## config.mk

```make
export PLATFORM = sky130hd
export DESIGN_NAME = gray_step_monitor
export DESIGN_NICKNAME = d
export VERILOG_FILES = /design/src/rtl/gray_pkg.sv /design/src/rtl/gray2bin.sv /design/src/rtl/gray_step_monitor.sv
export SDC_FILE = /design/constraint.sdc
export NUM_CORES = 1
export LEC_CHECK = 0
export ABC_CLOCK_PERIOD_IN_PS = 10800
export BUFFER_PORTS_ARGS = -buffer_cell sky130_fd_sc_hd__buf_4
export CAP_MARGIN = 20
export CORE_ASPECT_RATIO = 1.5
export CORE_MARGIN = 1
export CORE_UTILIZATION = 46
export DETAILED_ROUTE_END_ITERATION = 16
export PLACE_DENSITY = 0.74
export RECOVER_POWER = 50
export SLEW_MARGIN = 0
export SYNTH_ARGS = -nofsm -noshare
export SYNTH_HDL_FRONTEND = slang
export SYNTH_HIERARCHICAL = 1
export SYNTH_SLANG_ARGS = --single-unit
```

## constraint.sdc

```tcl
create_clock -name clk -period 10.8 [get_ports clk]
set_clock_uncertainty 0.2 [all_clocks]
set_input_delay 0.54 -clock clk [delete_from_list [all_inputs] [get_ports clk]]
set_output_delay 0.54 -clock clk [all_outputs]
set_load 0.01 [all_outputs]
```

## src/rtl/gray_pkg.sv

```systemverilog
// gray_pkg: step direction codes and monitor FSM states shared by Gray code consumers
package gray_pkg;
  localparam logic [1:0] DIR_HOLD    = 2'b00;
  localparam logic [1:0] DIR_UP      = 2'b01;
  localparam logic [1:0] DIR_DOWN    = 2'b10;
  localparam logic [1:0] DIR_ILLEGAL = 2'b11;
  typedef enum logic [1:0] {IDLE, TRACK, RESYNC} state_t;
endpackage

```

## src/rtl/gray2bin.sv

```systemverilog
// gray2bin: combinational Gray-to-binary decode; gray in, bin out, both WIDTH bits
module gray2bin #(
  parameter int WIDTH = 3
) (
  input  logic [WIDTH-1:0] gray,
  output logic [WIDTH-1:0] bin
);
  for (genvar i = 0; i < WIDTH; i++) begin : g_bit
    assign bin[i] = ^gray[WIDTH-1:i];
  end
endmodule

```

## src/rtl/gray_step_monitor.sv

```systemverilog
// gray_step_monitor: classifies sampled Gray steps (clk, reset active-low sync, in_valid, gray_in -> bin_out, dir, wrap_pulse, step_err, locked, lap_count, err_count)
module gray_step_monitor
  import gray_pkg::*;
#(
  parameter int WIDTH = 3,
  parameter int CNT_W = 8
) (
  input  logic             clk,
  input  logic             reset,
  input  logic             in_valid,
  input  logic [WIDTH-1:0] gray_in,
  output logic [WIDTH-1:0] bin_out,
  output logic [1:0]       dir,
  output logic             wrap_pulse,
  output logic             step_err,
  output logic             locked,
  output logic [CNT_W-1:0] lap_count,
  output logic [CNT_W-1:0] err_count
);
  localparam logic [WIDTH-1:0] MAX = '1;
  state_t state;
  logic [WIDTH-1:0] bin_new;
  logic [WIDTH-1:0] delta;
  gray2bin #(.WIDTH(WIDTH)) u_dec (.gray(gray_in), .bin(bin_new));
  assign delta = bin_new - bin_out;
  always_ff @(posedge clk) begin
    if (!reset) begin
      state      <= IDLE;
      bin_out    <= '0;
      dir        <= DIR_HOLD;
      wrap_pulse <= 1'b0;
      step_err   <= 1'b0;
      locked     <= 1'b0;
      lap_count  <= '0;
      err_count  <= '0;
    end else begin
      dir        <= DIR_HOLD;
      wrap_pulse <= 1'b0;
      step_err   <= 1'b0;
      if (in_valid) begin
        bin_out <= bin_new;
        if (state != TRACK) begin
          state  <= TRACK;
          locked <= 1'b1;
        end else if (delta == WIDTH'(1)) begin
          dir <= DIR_UP;
          if (bin_out == MAX) begin
            wrap_pulse <= 1'b1;
            lap_count  <= lap_count + CNT_W'(1);
          end
        end else if (delta == MAX) begin
          dir <= DIR_DOWN;
          if (bin_out == '0) begin
            wrap_pulse <= 1'b1;
            lap_count  <= lap_count - CNT_W'(1);
          end
        end else if (delta != '0) begin
          dir       <= DIR_ILLEGAL;
          step_err  <= 1'b1;
          err_count <= &err_count ? err_count : err_count + CNT_W'(1);
          state     <= RESYNC;
          locked    <= 1'b0;
        end
      end
    end
  end
endmodule

```

# Yosys cells after proc, flatten, opt, wreduce, memory -nomap -nowiden
# Cells that the tools add are included.
[word_totals]
register_bits = 26
input_bits = 6
out_inout_bits = 24
wordCells = 60
[classes]
addsub = 4
n_eq_ne = 7
muxes = 20
n_bitwise = 6
reduce_logical = 14
[ops]
columns = ["cell", "count"]
rows = [
  ["$mux W8", 4],
  ["$add A8 B1 Y8 const B", 2],
  ["$mux W2", 6],
  ["$mux W1", 10],
  ["$reduce_and A8 Y1", 1],
  ["$sub A8 B1 Y8 const B", 1],
  ["$eq A3 B3 Y1 const B", 2],
  ["$not A1 Y1", 6],
  ["$reduce_and A6 Y1", 1],
  ["$reduce_bool A2 Y1", 3],
  ["$reduce_and A5 Y1", 1],
  ["$reduce_or A5 Y1", 1],
  ["$ne A2 B1 Y1 const B", 2],
  ["$ne A2 B2 Y1 const B", 2],
  ["$reduce_and A4 Y1", 1],
  ["$reduce_or A4 Y1", 1],
  ["$eq A3 B1 Y1 const B", 1],
  ["$logic_not A3 Y1", 1],
  ["$reduce_bool A3 Y1", 1],
  ["$reduce_or A3 Y1", 1],
  ["$reduce_xor A3 Y1", 1],
  ["$sub A3 B3 Y3", 1],
  ["$reduce_xor A2 Y1", 1],
]

# Longest topological paths before layout
[logic_depth]
depth_word = 7
ltp_mapped = 15
mapped_depth_nobuf = 14

# Modules after synthesis
# Netlist, hierarchy kept.
[modules_own_cells]
columns = ["module", "n_inst", "cells_per_inst", "area_per_inst_um2", "seq_area_each_um2"]
rows = [
  ["gray_step_monitor", 1, 163, 1403.8, 500.5],
  ["gray2bin", 1, 3, 40.0, 0.0],
]

# Least setup slack after synthesis
# Ideal clock, no wire load.
[synth_path]
path_type = "in2reg"
from = "input gray_in[1]"
to = "register lap_count[7]"
setup_ns = 0.072
t_arrival_ns = 3.872
t_required_ns = 10.528
setup_slack_ns = 6.656
path_stages = 15
path_buffers = 1
path_cell_list = "xor3_1 -> inv_1 -> ha_1 -> fa_1 -> nor2b_1 -> and2_2 -> buf_6 -> inv_1 -> ha_1 -> inv_1 -> a2111oi_0 -> a211oi_1 -> a311oi_1 -> mux2i_1 -> mux2i_1"
[synth_via]
elab_chain_len = 5
word_cells_on_any_way = 10
classes_between = "1 x add/sub; 3 x eq/ne; 1 x mux; 5 x reduce/logical"
[synth_lines]
columns = ["item", "line", "source"]
rows = [
  ["start: declaration", "gray_step_monitor.sv:11", "input logic [WIDTH-1:0] gray_in,"],
  ["$reduce_xor A3 Y1 / $reduce_xor A2 Y1 (equally long branches)", "gray2bin.sv:9", "assign bin[i] = ^gray[WIDTH-1:i];"],
  ["$sub A3 B3 Y3 (*)", "gray_step_monitor.sv:25", "assign delta = bin_new - bin_out;"],
  ["$eq A3 B1 Y1 / $eq A3 B3 Y1 (equally long branches)", "gray_step_monitor.sv:45, gray_step_monitor.sv:51", ""],
  ["$ne A2 B1 Y1 (no line) / $reduce_bool A2 Y1 (equally long branches)", "n/a", ""],
  ["$reduce_and A5 Y1 (no line)", "n/a", ""],
  ["end signal: assignment", "gray_step_monitor.sv:49", "lap_count <= lap_count + CNT_W'(1);"],
  ["end signal: assignment", "gray_step_monitor.sv:55", "lap_count <= lap_count - CNT_W'(1);"],
  ["end: declaration", "gray_step_monitor.sv:17", "output logic [CNT_W-1:0] lap_count,"],
]
# Every way passes the cells marked *; elsewhere a longest branch is shown, timed or not.
# A chain may end at the register's enable or synchronous reset.

# Final worst setup path
[layout_path]
from = "input gray_in[1]"
to = "register lap_count[7]"
[layout_via]
elab_chain_len = 5
word_cells_on_any_way = 10
classes_between = "1 x add/sub; 3 x eq/ne; 1 x mux; 5 x reduce/logical"
[layout_lines]
columns = ["item", "line", "source"]
rows = [
  ["$reduce_xor A3 Y1 (*)", "gray2bin.sv:9", ""],
  ["named net bin_new[0]", "gray_step_monitor.sv:22", "logic [WIDTH-1:0] bin_new;"],
  ["$sub A3 B3 Y3 (*)", "gray_step_monitor.sv:25", ""],
  ["$eq A3 B1 Y1 / $eq A3 B3 Y1 (equally long branches)", "gray_step_monitor.sv:45, gray_step_monitor.sv:51", ""],
  ["$ne A2 B1 Y1 (no line) / $reduce_bool A2 Y1 (equally long branches)", "n/a", ""],
  ["$reduce_and A5 Y1 (no line)", "n/a", ""],
]
# Mark *: on every way through the listed nets, which the timed path passes. The rest lies on a longest branch.

==> results.sh <==
export IMPL_track_usage_pct=21.5
export IMPL_numCtsBuffers=3
export IMPL_antenna_found_initial=0
export IMPL_synthAdderAreaFrac_pct=7.45
export IMPL_synth_commonest_cells="dfxtp_1, nor2_1, a21oi_1"
export IMPL_synth_top_area_share_pct=34.7
export IMPL_cts_tree="done"
export IMPL_nFillCells=315
export IMPL_die_w_um=47.7
export IMPL_drv_slew=0
export IMPL_dr_pass1_iters=4
export IMPL_crit_arrival_ps=4440
export IMPL_yosysMostFrequentCell="dfxtp_1"
export IMPL_synth_top_family_by_area="simple AND/OR/NAND/NOR gates"
export IMPL_power_leakage_nw=0.604
export IMPL_dieArea_um2=3370
export IMPL_port_buffer_count=29
export IMPL_synth_compound_area_share_pct=14.3
export IMPL_path_class="in -> reg"
export IMPL_via_count=1292
export IMPL_synth_main_ff_cell="dfxtp_1"
export IMPL_viasPerCell=5.62
export IMPL_crit_required_ps=10810
export IMPL_synth_cell_types=42
export IMPL_worst_slack_ps=6370
export IMPL_ys_async_sr_fraction_pct=0
export IMPL_synth_xor_area_share_pct=9.36
export IMPL_synthTopCellsByArea="dfxtp_1, ha_1, nor2_1"
export IMPL_cts_buffer_depth=2
export IMPL_final_nets=206
export IMPL_worst_hold_slack_ps=279
export IMPL_area_delta_synth_final_pct=12.5
export IMPL_diodes=0
export IMPL_reg2reg_slack_ps=6790
export IMPL_wirelength_um=3120
export IMPL_tns_ps=0
export IMPL_cap_violations=0
export IMPL_drc_errors=0
export IMPL_path_cells="buf_4 -> xor3_1 -> inv_1 -> ha_1 -> fa_1 -> nor2b_1 -> and2_2 -> inv_1 -> ha_1 -> inv_1 -> a2111oi_0 -> a211oi_1 -> a311oi_1 -> mux2i_1 -> mux2i_1"
export IMPL_root_buffer="clkbuf_8"
export IMPL_whs_path_depth=2
export IMPL_grt_util_met1_pct=25.1
export IMPL_final_setup_viol_count=0
export IMPL_hold_violations=0
export IMPL_yosys_warnings=6
export IMPL_synth_nets=180
export IMPL_hold_path_endpoint="lap_count[7]"
export IMPL_cp_top_family="adder cells"
export IMPL_period_share_pct=41.0
export IMPL_holdBufCountCts=0
export IMPL_clkLatencyLatePin_ps=270
export IMPL_postRouteAntennaNets=0
export IMPL_wire_per_inst_um=13.6
export IMPL_syn_inst=166
export IMPL_cpPeakStageDelay_ps=560
export IMPL_busiest_layer="met2"
export IMPL_reg2reg_from="bin_out[0]"
export IMPL_h_tree_depth=1
export IMPL_worstMarginPinSlew_ps=747
export IMPL_r2r_cells=12
export IMPL_dpl_cell_area_um2=1660
export IMPL_cts_resized=0
export IMPL_dpl_hpwl_um=2310
export IMPL_num_io_pins=30
export IMPL_critPathMostFrequentCell="inv_1"
export IMPL_synth_seq_cells=25
export IMPL_hp_start="lap_count[7]"
export IMPL_cp_start_kind="primary input"
export IMPL_synth_simple_area_share_pct=22.5
export IMPL_synth_area_um2=1440
export IMPL_seq_area_frac_synth_pct=34.7
export IMPL_fin_cells=230
export IMPL_synth_edf_count=0
export IMPL_clock_sinks=25
export IMPL_synthMuxAreaShare_pct=6.41
export IMPL_critPathBufInv=4
export IMPL_end_kind="flop"
export IMPL_p_per_area_nw_per_um2=125
export IMPL_grt_overflow=0
export IMPL_synth_top_area_cell="dfxtp_1"
export IMPL_dp_cells=226
export IMPL_grt_use_met3_pct=3.06
export IMPL_cts_setup_buffers=0
export IMPL_timing_critical_path_from="gray_in[1]"
export IMPL_grt_pass1_wl_um=5420
export IMPL_start_util_pct=49.1
export IMPL_fmax_mhz=226
export IMPL_grt_start_max_net_pins=20
export IMPL_grt_pass1_vias=1269
export IMPL_drt_initial_drc_count=50
export IMPL_place_ws_ps=6170
export IMPL_r2r_end="lap_count[7]"
export IMPL_syn_area_per_cell_um2=8.70
export IMPL_cp_max_fo=8
export IMPL_critPathSlowestCell="fa_1"
export IMPL_status="complete, no violations"
export IMPL_rsz0062_at_grt="false"
export IMPL_ir_worst_vdd_uv=95.2
export IMPL_min_period_ps=4430
export IMPL_drive_gt1_share_pct=11.0
export IMPL_relSlewSlack_pct=50.0
export IMPL_clkTransAtPathRegs_ps=90
export IMPL_fin_area_um2=1620
export IMPL_routabilityCongestion=1.01
export IMPL_rows=24
export IMPL_min_path_type="reg -> reg"
export IMPL_fp_dieH_um=70.6
export IMPL_met2_usage_pct=37.2
export IMPL_core_area_um2=2940
worst max path at each step:
stage / end / cells after the start
floorplan: lap_count[7] / 15
global placement: lap_count[7] / 15
detailed placement: lap_count[7] / 15
CTS: lap_count[7] / 15
global route: lap_count[7] / 15
finish: lap_count[7] / 15
cells by family (layout without fill, tap and decap cells):
group	count (synthesis)	count (layout)
flip-flops	25	25
AO/OA/AOI/OAI	32	32
AND/OR/NAND/NOR	65	65
buffers and inverters	15	40
multiplexers	9	9
XOR/XNOR	12	12
adder cells (fa/ha/maj)	8	8
final cells by class:
type                            count  area, um^2  area share, %
Inverter                            7        26.3           1.62
Clock inverter                      1        5.00          0.308
Tap cell                           39        48.8           3.00
Clock buffer                        3        41.3           2.54
Timing Repair Buffer               29         135           8.32
Multi-Input combinational cell    126         867           53.4
Sequential cell                    25         500           30.8
tightest hold or removal path, delay by kind of cell (launching register included):
kind	cells	cell delay, ps
DFF	1	330
and+or+nand+nor	1	50
muxes	1	50
registers in the layout, summed over array words and instances, names as in the netlist:
signal and flops:
bin_out 3, dir 2, err_count 8, lap_count 8, state 2, step_err 1
wrap_pulse 1
through the flow:
step | total power (W) | util (%)
finish | 0.000203 | 55.2
global placement | 0.000148 | 56.4
floorplan | 0.000138 | -
global route | 0.000215 | 55.2
detailed placement | 0.000150 | 56.4
CTS | 0.000206 | 58.0
power breakdown:
part	internal [W]	switching, W
clock network	0.0000258	0.0000303
registers	0.0000954	0.00000334
logic	0.0000202	0.0000275
cells in the final DEF (no fill, tap or decap), types with 2 or more instances in the layout:
cell type,n
a211oi_1,2
a21oi_1,12
a31oi_1,2
and2_1,3
and3_2,2
buf_4,7
clkbuf_1,22
clkbuf_8,3
dfxtp_1,25
ha_1,7
inv_1,6
mux2_2,2
mux2i_1,7
nand2_1,11
nand2b_1,2
nand3_1,6
nand3b_1,3
nand4_1,2
nor2_1,22
nor3_1,5
o21ai_0,7
o221ai_1,2
or3_1,3
or3_2,2
xnor2_1,5
xor2_1,5
metal layers:
metal / up-vias / wire (um)
met2: 40 / 1630
met4: 0 / 62
li1: 633 / -
met1: 611 / 1310
met3: 8 / 117
met5: - / 0
(Power assumes the default switching activity.)
